===== src/rtl/uart_pkg.sv =====
// Shared UART definitions.
// Byte width, drain FSM states and the SENT timeout.
package uart_pkg;

  localparam int UART_WIDTH   = 8;
  localparam int SENT_TIMEOUT = 4;

  typedef enum logic [1:0] {
    IDLE,
    SENT,
    BUSY
  } drain_state_t;

endpackage


===== src/rtl/uart_fifo_mem.sv =====
// Dual-port byte storage for the echo FIFO.
// Synchronous write, combinational read.
import uart_pkg::*;

module uart_fifo_mem #(
  parameter int WIDTH      = UART_WIDTH,
  parameter int DEPTH_LOG2 = 4
) (
  input  logic                  mclk,
  input  logic                  wr_en,
  input  logic [DEPTH_LOG2-1:0] wr_addr,
  input  logic [WIDTH-1:0]      wr_data,
  input  logic [DEPTH_LOG2-1:0] rd_addr,
  output logic [WIDTH-1:0]      rd_data
);

  logic [WIDTH-1:0] mem [2**DEPTH_LOG2];

  // write port
  always_ff @(posedge mclk) begin
    if (wr_en) mem[wr_addr] <= wr_data;
  end

  assign rd_data = mem[rd_addr];

endmodule


===== src/rtl/uart_fifo.sv =====
// Byte FIFO between uart_rx and uart_tx.
// Pops only when the transmitter is seen idle again.
import uart_pkg::*;

module uart_fifo #(
  parameter int WIDTH      = UART_WIDTH,
  parameter int DEPTH_LOG2 = 4
) (
  input  logic                  mclk,
  input  logic                  reset,
  input  logic [WIDTH-1:0]      in_data,
  input  logic                  in_strobe,
  input  logic                  out_ready,
  output logic [WIDTH-1:0]      out_data,
  output logic                  out_strobe,
  output logic [DEPTH_LOG2:0]   count,
  output logic                  empty,
  output logic                  full,
  output logic                  overflow
);

  localparam int DEPTH = 2**DEPTH_LOG2;
  localparam logic [DEPTH_LOG2:0] CNT_MAX =
    (DEPTH_LOG2+1)'(DEPTH);
  localparam logic [2:0] TMR_LAST =
    3'(SENT_TIMEOUT - 1);

  logic [DEPTH_LOG2-1:0] wp;
  logic [DEPTH_LOG2-1:0] rp;
  logic [WIDTH-1:0]      rd_data;
  logic                  push;
  logic                  pop;
  logic                  drop;
  drain_state_t          state;
  drain_state_t          state_nxt;
  logic [2:0]            tmr;

  assign empty = (count == '0);
  assign full  = (count == CNT_MAX);
  assign pop   = (state == IDLE) && !empty && out_ready;
  assign push  = in_strobe && (!full || pop);
  assign drop  = in_strobe && full && !pop;

  uart_fifo_mem #(
    .WIDTH      (WIDTH),
    .DEPTH_LOG2 (DEPTH_LOG2)
  ) u_mem (
    .mclk    (mclk),
    .wr_en   (push),
    .wr_addr (wp),
    .wr_data (in_data),
    .rd_addr (rp),
    .rd_data (rd_data)
  );

  // pointers, occupancy and sticky overflow
  always_ff @(posedge mclk or negedge reset) begin
    if (!reset) begin
      wp       <= '0;
      rp       <= '0;
      count    <= '0;
      overflow <= 1'b0;
    end else begin
      if (push) wp <= wp + 1'b1;
      if (pop)  rp <= rp + 1'b1;
      if (push && !pop)      count <= count + 1'b1;
      else if (pop && !push) count <= count - 1'b1;
      if (drop) overflow <= 1'b1;
    end
  end

  // registered byte and strobe toward the transmitter
  always_ff @(posedge mclk or negedge reset) begin
    if (!reset) begin
      out_data   <= '0;
      out_strobe <= 1'b0;
    end else begin
      out_strobe <= pop;
      if (pop) out_data <= rd_data;
    end
  end

  // drain state and time spent in SENT
  always_ff @(posedge mclk or negedge reset) begin
    if (!reset) begin
      state <= IDLE;
      tmr   <= '0;
    end else begin
      state <= state_nxt;
      tmr   <= (state == SENT) ? tmr + 1'b1 : '0;
    end
  end

  // drain next-state: wait for tx busy, then idle
  always_comb begin
    state_nxt = state;
    case (state)
      IDLE: if (pop) state_nxt = SENT;
      SENT: begin
        if (!out_ready)           state_nxt = BUSY;
        else if (tmr == TMR_LAST) state_nxt = IDLE;
      end
      BUSY: if (out_ready) state_nxt = IDLE;
      default: state_nxt = IDLE;
    endcase
  end

endmodule

===== config.mk =====
export PLATFORM = sky130hd
export DESIGN_NAME = uart_fifo
export DESIGN_NICKNAME = d
export VERILOG_FILES = /design/src/rtl/uart_pkg.sv /design/src/rtl/uart_fifo_mem.sv /design/src/rtl/uart_fifo.sv
export SDC_FILE = /design/constraint.sdc
export NUM_CORES = 1
export LEC_CHECK = 0
export ABC_AREA = 1
export BUFFER_PORTS_ARGS = -buffer_cell sky130_fd_sc_hd__buf_2
export CORE_MARGIN = 3
export CORE_UTILIZATION = 35
export CTS_CLUSTER_SIZE = 20
export DETAILED_ROUTE_END_ITERATION = 8
export GPL_ROUTABILITY_DRIVEN = 0
export PLACE_DENSITY = 0.58
export SLEW_MARGIN = 20
export SYNTH_ARGS = -nofsm -noshare
export SYNTH_HDL_FRONTEND = slang
export SYNTH_SLANG_ARGS = --single-unit
export TNS_END_PERCENT = 20

===== constraint.sdc =====
create_clock -name mclk -period 5.8 [get_ports mclk]
set_clock_uncertainty 0.1 [all_clocks]
set_input_delay 0.87 -clock mclk [delete_from_list [all_inputs] [get_ports mclk]]
set_output_delay 0.87 -clock mclk [all_outputs]
set_load 0.02 [all_outputs]

Yosys cells after proc, flatten, opt, wreduce, memory -nomap -nowiden

Memory sizes are Yosys's and may differ from the RTL's. A register that Yosys moved wholly into a read port is not among the register bits.
Index checks and enable logic that the tools add are counted.

Memories kept: 1
Flip-flop bits (word level): 20
Memory bits (writable): 128

Reductions and logical operators: 17
Add/sub/neg operators: 5
Mux-type cells: 10
Equal/unequal tests: 7

Memory list:

| name      | depth | width | rd ports | clocked after memory_dff | wr ports | RTL line            | text |
|---|---|---|---|---|---|---|---|
| u_mem.mem | 16    | 8     | 1        | 1                        | 1        | uart_fifo_mem.sv:17 | `logic [WIDTH-1:0] mem [2**DEPTH_LOG2];` |

Operators by type and width:

| cell                                                                     | count |
|---|---|
| 5-bit 2-to-1 mux                                                         | 2 |
| 4-bit by 1-bit adder with 4-bit output (second input constant)           | 2 |
| 2-bit 2-to-1 mux                                                         | 4 |
| 1-bit logical AND                                                        | 7 |
| 2-bit one-hot mux with 3 select lines                                    | 1 |
| 5-bit by 1-bit adder with 5-bit output (second input constant)           | 1 |
| 5-bit == test (second input constant)                                    | 1 |
| 1-bit zero test                                                          | 5 |
| 5-bit zero test                                                          | 1 |
| 5-bit by 1-bit subtractor with 5-bit output (second input constant)      | 1 |
| 2-bit inequality test (second input constant)                            | 2 |
| 3-bit by 1-bit adder with 3-bit output (second input constant)           | 1 |
| 3-bit by 2-bit == test with 1-bit output (second input constant)         | 1 |
| 3-bit 2-to-1 mux                                                         | 1 |
| 3-bit by 2-bit inequality test with 1-bit output (second input constant) | 1 |
| 3-bit AND reduction                                                      | 1 |
| 2-bit by 1-bit == test with 1-bit output (second input constant)         | 1 |
| 2-bit == test (second input constant)                                    | 1 |
| 2-bit zero test                                                          | 1 |
| 1-bit 2-to-1 mux                                                         | 2 |
| 2-bit nonzero test                                                       | 1 |
| 1-bit logical OR                                                         | 1 |

Logic depth before layout (Yosys ltp)

Gate-level depths: netlist of the first run.

Depth in word-level cells: 10
Gate-level depth with buffers: 15

Modules after synthesis

Synthesis of the first run repeated with hierarchy kept, for this count alone.

Cell total of the unflattened synthesis: 706
Area, all modules: 7086.8 um^2

Modules (own cells, without submodules):

| module        | instances | seq. area each (um^2) | area each (um^2) | cells each |
|---|---|---|---|---|
| uart_fifo_mem | 1         | 3843.7                | 5606.6           | 543 |
| uart_fifo     | 1         | 700.7                 | 1480.2           | 163 |

Worst setup path after synthesis of the first run

Ideal clock, no wire load.

Path type: register -> register
From: reg count[1]
To: reg count[4]
Period minus slack after synthesis: 2625 ps
Stages on the path, launching flop included: 16
Path slack: 3175 ps
Library setup time: 66 ps
Buffers on the path: 1
Arrival time: 2459 ps
Cell sequence: dfrtp_1 nor2_1 nand2_1 nor2_2 inv_1 nand2_2 buf_2 ha_1 inv_1 fa_1 a21oi_1 nor2_1 nor2_1 xor2_1 nand2_1 nand2_1

Cells in the longest elaborated chain, start to end: 9
Elaborated cells on any way between the ends: 17
Classes of those cells: add/sub (2); eq/ne (1); mux (2); reduce/logical (12)

RTL lines:

| what                                | RTL line        | text |
|---|---|---|
| start, declared                     | uart_fifo.sv:16 | `output logic [DEPTH_LOG2:0] count,` |
| start signal, assigned              | uart_fifo.sv:66 | `if (push && !pop) count <= count + 1'b1;` |
| start signal, assigned              | uart_fifo.sv:67 | `else if (pop && !push) count <= count - 1'b1;` |
| 5-bit zero test *                   | uart_fifo.sv:38 | `assign empty = (count == '0);` |
| named net empty                     | uart_fifo.sv:17 | `output logic empty,` |
| 1-bit zero test *                   | uart_fifo.sv:40 | `assign pop = (state == IDLE) && !empty && out_ready;` |
| 1-bit logical AND * (2 in series)   | uart_fifo.sv:40 |  |
| 1-bit logical OR                    | uart_fifo.sv:41 | `assign push = in_strobe && (!full \|\| pop);` |
| 1-bit logical AND                   | uart_fifo.sv:41 |  |
| 1-bit zero test                     | uart_fifo.sv:67 |  |
| 1-bit logical AND                   | uart_fifo.sv:67 |  |
| 2-bit nonzero test (no source line) | -               |  |

Mark *: on every way through the listed nets, which the timed path passes. The rest lies on a longest branch. The select of a mux whose other input is x is not followed.
A chain may end at the register's enable or synchronous reset.

Worst setup path in the final report of the first run

From: reg count[0]
To: reg count[4]

Cells in the longest elaborated chain, start to end: 9
Elaborated cells on any way between the ends: 17
Classes of those cells: add/sub (2); eq/ne (1); mux (2); reduce/logical (12)

RTL lines:

| what                                | RTL line        | text |
|---|---|---|
| 5-bit zero test                     | uart_fifo.sv:38 |  |
| 1-bit zero test                     | uart_fifo.sv:40 |  |
| 1-bit logical AND (2 in series)     | uart_fifo.sv:40 |  |
| 1-bit logical OR *                  | uart_fifo.sv:41 |  |
| 1-bit logical AND *                 | uart_fifo.sv:41 |  |
| named net push                      | uart_fifo.sv:31 | `logic push;` |
| 1-bit zero test                     | uart_fifo.sv:67 |  |
| 1-bit logical AND                   | uart_fifo.sv:67 |  |
| 2-bit nonzero test (no source line) | -               |  |

Marks and branches as above.

==> impl_metrics.py, run 1 <==
metrics = {
    "outcome": {
        "status": "finished clean",
    },
    "logic_synthesis": {
        "synth.area.top_cells": "sky130_fd_sc_hd__edfxtp_1 56%, sky130_fd_sc_hd__nand2_1 12%, sky130_fd_sc_hd__dfrtp_1 10%, sky130_fd_sc_hd__nand3_1 7.2%, sky130_fd_sc_hd__inv_1 6.5%",
        "sequential_area_share_after_synthesis_pct": 65.7,
        "synth_edf_count": 128,
        "yosysTopAreaCellShare_pct": 55.6,
        "synth_cells": 683,
        "syn_area_mm2": 0.00692,
        "yosys_warnings": 0,
        "ys_dominant_reg_cell": "sky130_fd_sc_hd__edfxtp_1",
        "library_cell_with_the_highest_instance_count_after_synthesis": "sky130_fd_sc_hd__nand2_1",
        "ys_seq_elements": 156,
        "yosysUniqueCellTypes": 27,
        "synthesis.nets": 707,
        "synth.largest_area_cell": "sky130_fd_sc_hd__edfxtp_1",
        "synthArstFlopShare_pct": 17.9,
        "syn_area_per_cell_um2": 10.1,
        "ys_top_cells_by_count": "214 x sky130_fd_sc_hd__nand2_1, 128 x sky130_fd_sc_hd__edfxtp_1, 119 x sky130_fd_sc_hd__inv_1, 99 x sky130_fd_sc_hd__nand3_1, 28 x sky130_fd_sc_hd__dfrtp_1",
    },
    "layout": {
        "drive_above_1_share_pct": 11.4,
        "num-fill-cells": 1855,
        "flow.area_growth_from_synthesis_pct": 14.3,
        "layout.nets": 728,
        "n_antenna_cell": 0,
    },
    "worst_setup_path": {
        "ff2ff_path_depth": 15,
        "cp.required_ns": 6.07,
        "critical_path.endpoint_type": "register",
        "crit_arrival_ns": 2.91,
        "slowest_stage": "sky130_fd_sc_hd__dfrtp_1",
        "path_class": "reg -> reg",
        "critical-path-max-stage-delay_ns": 0.45,
        "critical_path.top_delay_family": "simple AND/OR/NAND/NOR gates",
        "ff2ff_setup_slack_ns": 3.16,
        "worst-path-max-fanout": 18,
        "critical_path_buf_inv_count": 2,
        "critical_path.cell_chain": "nor2_1 -> nand2_1 -> nor2_2 -> nand2_1 -> nand2_4 -> inv_1 -> ha_1 -> inv_1 -> ha_1 -> a21oi_1 -> nor2_1 -> nor2_1 -> xor2_1 -> nand2_1 -> nand2_1",
        "r2r_path_start": "count[0]$_DFFE_PN0P_",
        "cpMostUsedCell": "sky130_fd_sc_hd__nand2_1",
        "worstReg2RegEnd": "count[4]$_DFFE_PN0P_",
        "crit_path_start_kind": "register",
    },
    "placed_design": {
        "buffer_ports.inserted": 28,
        "dp.final_hpwl_um": 9450,
    },
    "floorplan": {
        "floorplan.rows": 50,
        "core-area_mm2": 0.0191,
        "die_area_mm2": 0.0215,
        "die_width_um": 147,
        "io_pins": 29,
        "start_util_pct": 36.3,
        "floorplan.die.height_um": 147,
    },
    "power": {
        "power_density_mw_per_mm2": 501,
        "vdd_drop_max_uv": 219,
        "lkg_pwr_nw": 3.47,
        "design_power_total_mw": 3.97,
    },
    "clock_network": {
        "post_cts_setup_buffers": 0,
        "clock_tree.root_cell": "sky130_fd_sc_hd__clkbuf_16",
        "cts_repair_resize_count": 0,
        "clkSinkCount": 156,
        "cts-buffers-inserted": 17,
        "clock_tree.buffer_depth": 2,
        "ctsHoldBuffers": 0,
        "tritoncts_clock_tree": "yes",
        "worstSkewPairLatency_ns": 0.42,
        "h-tree-depth": 4,
        "clkTransAtPathRegs_ns": 0.06,
    },
    "sta": {
        "timing.max_slew.rel_slack_pct": 47.6,
        "timing_hold_violations_final": 0,
        "final_setup_violating_endpoints": 0,
        "final.setup.tns_ns": 0,
        "post-route-period-util_pct": 45.5,
        "post-route-min-period_ns": 2.64,
        "fmax_mhz": 379,
        "timing.final.max_slew_violations": 0,
        "rsz0062_at_grt": "false",
        "worst-slew-pin-transition_ns": 0.781,
    },
    "grt": {
        "antenna_found_initial": 0,
        "grt_pass1_vias": 4427,
        "grt_pass1_wl_um": 24700,
        "groute.usage.overall_pct": 15.0,
        "leftover_overflow_at_the_end_of_global_routing": 0,
        "grt_start_max_net_pins": 68,
    },
    "drt": {
        "dr_total_vias": 4521,
        "drcViolationCount": 0,
        "dr.pass1.iters": 7,
        "avgRoutedWirePerCell_um": 15.8,
        "ant_nets": 0,
        "routed_wl_um": 15400,
        "first_iter_violations": 334,
        "viasPerCell": 4.63,
    },
    "run": {
        "cap_violations": 0,
    },
    "worst_hold_path": {
        "whs_endpoint": "tmr[0]$_DFF_PN0_",
        "worst_hold_path.num_cells": 1,
        "timing.hold.worst.start": "tmr[0]$_DFF_PN0_",
        "tightest_hold_check_type": "reg -> reg",
    },
}
[sequential cells by signal, indices dropped and copies added, names as in the netlist]
| signal | cells |
|---|---|
| u_mem.mem | 128 |
| out_strobe | 1 |
| out_data | 8 |
| count | 5 |
| tmr | 3 |
| overflow | 1 |
| wp | 4 |
| state | 2 |
| rp | 4 |
[report_power, final]
group          switching [mW]  leakage, nW  internal, mW
sequential              0.117         1.50          1.40
clock                   0.434        0.305         0.672
combinational           0.955         1.67         0.389
total                    1.51         3.47          2.46
[worst max path at each step]
stage	cells past startpoint	startpoint	slack, ns	endpoint
after floorplan	15	count[1]$_DFFE_PN0P_	3.18	count[4]$_DFFE_PN0P_
after global placement	14	out_ready	2.89	count[4]$_DFFE_PN0P_
after detailed placement	14	out_ready	2.87	count[4]$_DFFE_PN0P_
after CTS	15	count[0]$_DFFE_PN0P_	3.16	count[4]$_DFFE_PN0P_
after global routing	15	count[0]$_DFFE_PN0P_	2.87	count[4]$_DFFE_PN0P_
final	15	count[0]$_DFFE_PN0P_	3.16	count[4]$_DFFE_PN0P_
[through the flow]
step / utilization [%] / setup WS, ns / instances / hold slack [ns] / cell area [µm²]
6_report: 41.5 / 3.16 / 977 / 0.335 / 7910
5_1_grt: 41.5 / 2.87 / 977 / 0.368 / 7910
4_1_cts: 41.3 / 3.16 / 977 / 0.345 / 7890
3_5_place_dp: 38.2 / 2.87 / 945 / 0.337 / 7280
3_3_place_gp: 37.9 / 2.89 / 945 / 0.329 / 7230
2_1_floorplan: - / 3.18 / 683 / 0.310 / 6920
[cell families (layout without fill, tap and decap cells)]
group,count (synthesis),count (layout),share of synthesized area [%]
compound gates,13,13,1.09
xor+xnor,8,8,1.01
fa+ha+maj,12,12,2.28
buf+inv,149,183,8.95
flops,156,156,65.7
simple gates,345,345,21.0
[cell usage in the layout, fill, tap and decap left out]
master / instances
sky130_fd_sc_hd__nand2_1: 214
sky130_fd_sc_hd__edfxtp_1: 128
sky130_fd_sc_hd__inv_1: 118
sky130_fd_sc_hd__nand3_1: 99
sky130_fd_sc_hd__buf_2: 28
sky130_fd_sc_hd__dfrtp_1: 27
sky130_fd_sc_hd__clkbuf_16: 21
sky130_fd_sc_hd__nor2_1: 14
sky130_fd_sc_hd__nor3_2: 14
sky130_fd_sc_hd__ha_1: 11
sky130_fd_sc_hd__xor2_1: 7
sky130_fd_sc_hd__o21ai_0: 4
sky130_fd_sc_hd__inv_4: 4
sky130_fd_sc_hd__a21oi_1: 3
sky130_fd_sc_hd__clkinv_2: 3
sky130_fd_sc_hd__nor2_2: 2
sky130_fd_sc_hd__o21ai_1: 2
sky130_fd_sc_hd__clkbuf_1: 2
sky130_fd_sc_hd__clkbuf_8: 2
sky130_fd_sc_hd__buf_4: 2
sky130_fd_sc_hd__nand2_2: 1
sky130_fd_sc_hd__nand2_4: 1
sky130_fd_sc_hd__clkinv_1: 1
sky130_fd_sc_hd__inv_2: 1
sky130_fd_sc_hd__o31ai_1: 1
sky130_fd_sc_hd__a21boi_0: 1
sky130_fd_sc_hd__a31oi_1: 1
sky130_fd_sc_hd__xnor2_1: 1
sky130_fd_sc_hd__a31o_2: 1
sky130_fd_sc_hd__fa_1: 1
sky130_fd_sc_hd__clkinv_4: 1
sky130_fd_sc_hd__dfrtp_2: 1
[per-layer routing]
metal / GRT usage, % / vias to the layer above / share of wire, %
met1: 19.9 / 2177 / 44
met2: 24.1 / 97 / 49
met5: 0 / - / 0
met3: 2.73 / 21 / 4.5
met4: 6.54 / 0 / 2.3
li1: - / 2226 / -
[worst register-to-register path, stage by stage, from the launching register on]
cell                      delay (ns)
sky130_fd_sc_hd__dfrtp_1        0.45
sky130_fd_sc_hd__nor2_1         0.12
sky130_fd_sc_hd__nand2_1        0.10
sky130_fd_sc_hd__nor2_2         0.13
sky130_fd_sc_hd__nand2_1        0.10
sky130_fd_sc_hd__nand2_4        0.24
sky130_fd_sc_hd__inv_1          0.14
sky130_fd_sc_hd__ha_1           0.24
sky130_fd_sc_hd__inv_1          0.14
sky130_fd_sc_hd__ha_1           0.28
sky130_fd_sc_hd__a21oi_1        0.14
sky130_fd_sc_hd__nor2_1         0.06
sky130_fd_sc_hd__nor2_1         0.10
sky130_fd_sc_hd__xor2_1         0.15
sky130_fd_sc_hd__nand2_1        0.06
sky130_fd_sc_hd__nand2_1        0.05
[layout make-up]
type / instances / area, µm² / share of cell area (%)
Sequential cell: 156 / 4550 / 57.5
Timing Repair Buffer: 30 / 155 / 1.96
Tap cell: 260 / 325 / 4.11
Clock inverter: 7 / 42.5 / 0.538
Inverter: 121 / 457 / 5.77
Clock buffer: 25 / 561 / 7.09
Multi-Input combinational cell: 378 / 1820 / 23.1
Note: power is estimated with default switching activity, not from simulation.
==> inputs of run 2 (changes only) <==
- clock period: 5.8 -> 2.45 ns (I/O delays scaled with it)
==> impl_metrics.py, run 2 (same netlist as run 1, synthesis figures left out) <==
metrics = {
    "grt": {
        "grt_pass1_vias": 4342,
        "leftover_overflow_at_the_end_of_global_routing": 0,
        "grt_pass1_wl_um": 24600,
        "groute.usage.overall_pct": 15.1,
        "antenna_found_initial": 0,
        "grt_start_max_net_pins": 67,
    },
    "worst_hold_path": {
        "whs_endpoint": "state[0]$_DFFE_PN0P_",
        "tightest_hold_check_type": "in -> reg",
        "timing.hold.worst.start": "out_ready",
        "worst_hold_path.num_cells": 3,
    },
    "power": {
        "power_density_mw_per_mm2": 1170,
        "design_power_total_mw": 9.41,
        "lkg_pwr_nw": 3.58,
        "vdd_drop_max_uv": 489,
    },
    "worst_setup_path": {
        "crit_path_start_kind": "register",
        "crit_arrival_ns": 2.51,
        "r2r_path_start": "state[1]$_DFFE_PN0P_",
        "cp.required_ns": 2.70,
        "critical_path.endpoint_type": "register",
        "ff2ff_path_depth": 14,
        "ff2ff_setup_slack_ns": 0.19,
        "worst-path-max-fanout": 7,
        "worstReg2RegEnd": "count[4]$_DFFE_PN0P_",
        "path_class": "reg -> reg",
    },
    "clock_network": {
        "clkSinkCount": 156,
        "clkTransAtPathRegs_ns": 0.06,
        "tritoncts_clock_tree": "yes",
        "cts-buffers-inserted": 17,
        "worstSkewPairLatency_ns": 0.41,
        "clock_tree.buffer_depth": 2,
        "h-tree-depth": 4,
        "clock_tree.root_cell": "sky130_fd_sc_hd__clkbuf_16",
    },
    "drt": {
        "drcViolationCount": 0,
        "routed_wl_um": 15500,
        "ant_nets": 0,
        "dr_total_vias": 4543,
        "avgRoutedWirePerCell_um": 15.4,
        "first_iter_violations": 438,
        "viasPerCell": 4.51,
        "dr.pass1.iters": 5,
    },
    "layout": {
        "finish.cell_count_without_fillers": 1007,
        "layout_commonest_cell": "sky130_fd_sc_hd__nand2_1",
        "drive_above_1_share_pct": 14.1,
        "largest_register_ff_count": 128,
        "top_flop_regs": "u_mem.mem: 128 flops, out_data: 8 flops, count: 5 flops",
        "layout.nets": 758,
        "flow.area_growth_from_synthesis_pct": 16.7,
        "n_antenna_cell": 0,
        "num-fill-cells": 1832,
        "mostFrequentLayoutCells": "213 x sky130_fd_sc_hd__nand2_1, 128 x sky130_fd_sc_hd__edfxtp_1, 118 x sky130_fd_sc_hd__inv_1",
        "register_with_the_most_flip_flops": "u_mem.mem",
    },
    "floorplan": {
        "start_util_pct": 36.3,
        "core-area_mm2": 0.0191,
        "floorplan.die.height_um": 147,
        "io_pins": 29,
        "die_area_mm2": 0.0215,
        "die_width_um": 147,
        "floorplan.rows": 50,
    },
    "sta": {
        "timing.final.max_slew_violations": 0,
        "post-route-period-util_pct": 92.1,
        "final.setup.tns_ns": 0,
        "post-route-min-period_ns": 2.26,
        "fmax_mhz": 443,
        "worst-slew-pin-transition_ns": 1.05,
        "rsz0062_at_grt": "false",
        "timing_hold_violations_final": 0,
        "timing.max_slew.rel_slack_pct": 29.7,
        "final_setup_violating_endpoints": 0,
    },
    "outcome": {
        "status": "finished clean",
    },
    "placed_design": {
        "dp.final_hpwl_um": 9940,
        "buffer_ports.inserted": 28,
        "cells_after_dpl": 973,
    },
    "run": {
        "cap_violations": 0,
    },
}
run 2: cell types whose count changed in the layout (fill, tap and decap cells not counted), moves of 3 or more:
cell / previous run / this run
sky130_fd_sc_hd__buf_4: 2 / 30
sky130_fd_sc_hd__nor3_1: 0 / 13
sky130_fd_sc_hd__nor3_2: 14 / 1
sky130_fd_sc_hd__dfrtp_1: 27 / 23
sky130_fd_sc_hd__clkbuf_1: 2 / 6
sky130_fd_sc_hd__dfrtp_2: 1 / 5
sky130_fd_sc_hd__clkbuf_16: 21 / 18
run 2: cell type report:
type	instances	area (µm²)	share of cell area, %
Inverter	121	457	5.66
Multi-Input combinational cell	378	1810	22.4
Timing Repair Buffer	60	395	4.90
Sequential cell	156	4550	56.4
Clock buffer	26	500	6.20
Tap cell	260	325	4.03
Clock inverter	6	33.8	0.419
run 2: worst max path at each step:
| stage | start | to | slack, ns | depth (start not counted) |
|---|---|---|---|---|
| floorplan | count[1]$_DFFE_PN0P_ | count[4]$_DFFE_PN0P_ | 0.007 | 15 |
| CTS | count[2]$_DFFE_PN0P_ | count[4]$_DFFE_PN0P_ | 0.05 | 15 |
| global route | state[1]$_DFFE_PN0P_ | count[4]$_DFFE_PN0P_ | 0.03 | 14 |
| finish | state[1]$_DFFE_PN0P_ | count[4]$_DFFE_PN0P_ | 0.19 | 14 |
| global placement | count[3]$_DFFE_PN0P_ | count[4]$_DFFE_PN0P_ | 0.04 | 15 |
| detailed placement | count[2]$_DFFE_PN0P_ | count[4]$_DFFE_PN0P_ | 0.07 | 15 |
run 2: timing repair:
item | in CTS | in global routing
resized for setup | 0 | 7
endpoints found under the setup margin | 0 | 2
hold buffers | 1 | 0
buffers inserted | 0 | 1
endpoints found under the hold margin | 28 | 0
run 2: report_power, final:
part	leakage, nW	internal [mW]	total [mW]	switching [mW]
Combinational	1.82	1.16	3.56	2.40
Sequential	1.50	3.32	3.50	0.179
Clock	0.264	1.40	2.36	0.960
run 2: worst max-delay path, stage by stage, from the launching register on:
cell                      delay [ns]
sky130_fd_sc_hd__dfrtp_1        0.40
sky130_fd_sc_hd__nor2_1         0.11
sky130_fd_sc_hd__nand2_1        0.09
sky130_fd_sc_hd__nand2_1        0.11
sky130_fd_sc_hd__nand2_4        0.08
sky130_fd_sc_hd__inv_1          0.15
sky130_fd_sc_hd__ha_4           0.18
sky130_fd_sc_hd__inv_4          0.05
sky130_fd_sc_hd__fa_2           0.36
sky130_fd_sc_hd__a21oi_2        0.14
sky130_fd_sc_hd__nor2_1         0.05
sky130_fd_sc_hd__nor2_1         0.11
sky130_fd_sc_hd__xor2_1         0.15
sky130_fd_sc_hd__nand2_1        0.06
sky130_fd_sc_hd__nand2_1        0.05
run 2: metrics by stage:
step,util [%],area (µm²),setup WS [ns],hold slack [ns]
final,42.3,8070,0.195,0.142
after global routing,42.3,8070,0.0263,0.149
after CTS,42.1,8030,0.0532,0.126
after detailed placement,39.2,7480,0.0742,0.326
after global placement,39.2,7480,0.0395,0.325
after floorplan,-,6950,0.00733,-0.0281
run 2: layer usage:
metal | GRT usage, % | part of all wire (%) | vias to the layer above
met5 | 0 | 0 | -
met2 | 23.8 | 48 | 83
li1 | - | - | 2287
met3 | 3.54 | 4.6 | 21
met4 | 5.46 | 2.0 | 0
met1 | 20.4 | 46 | 2152
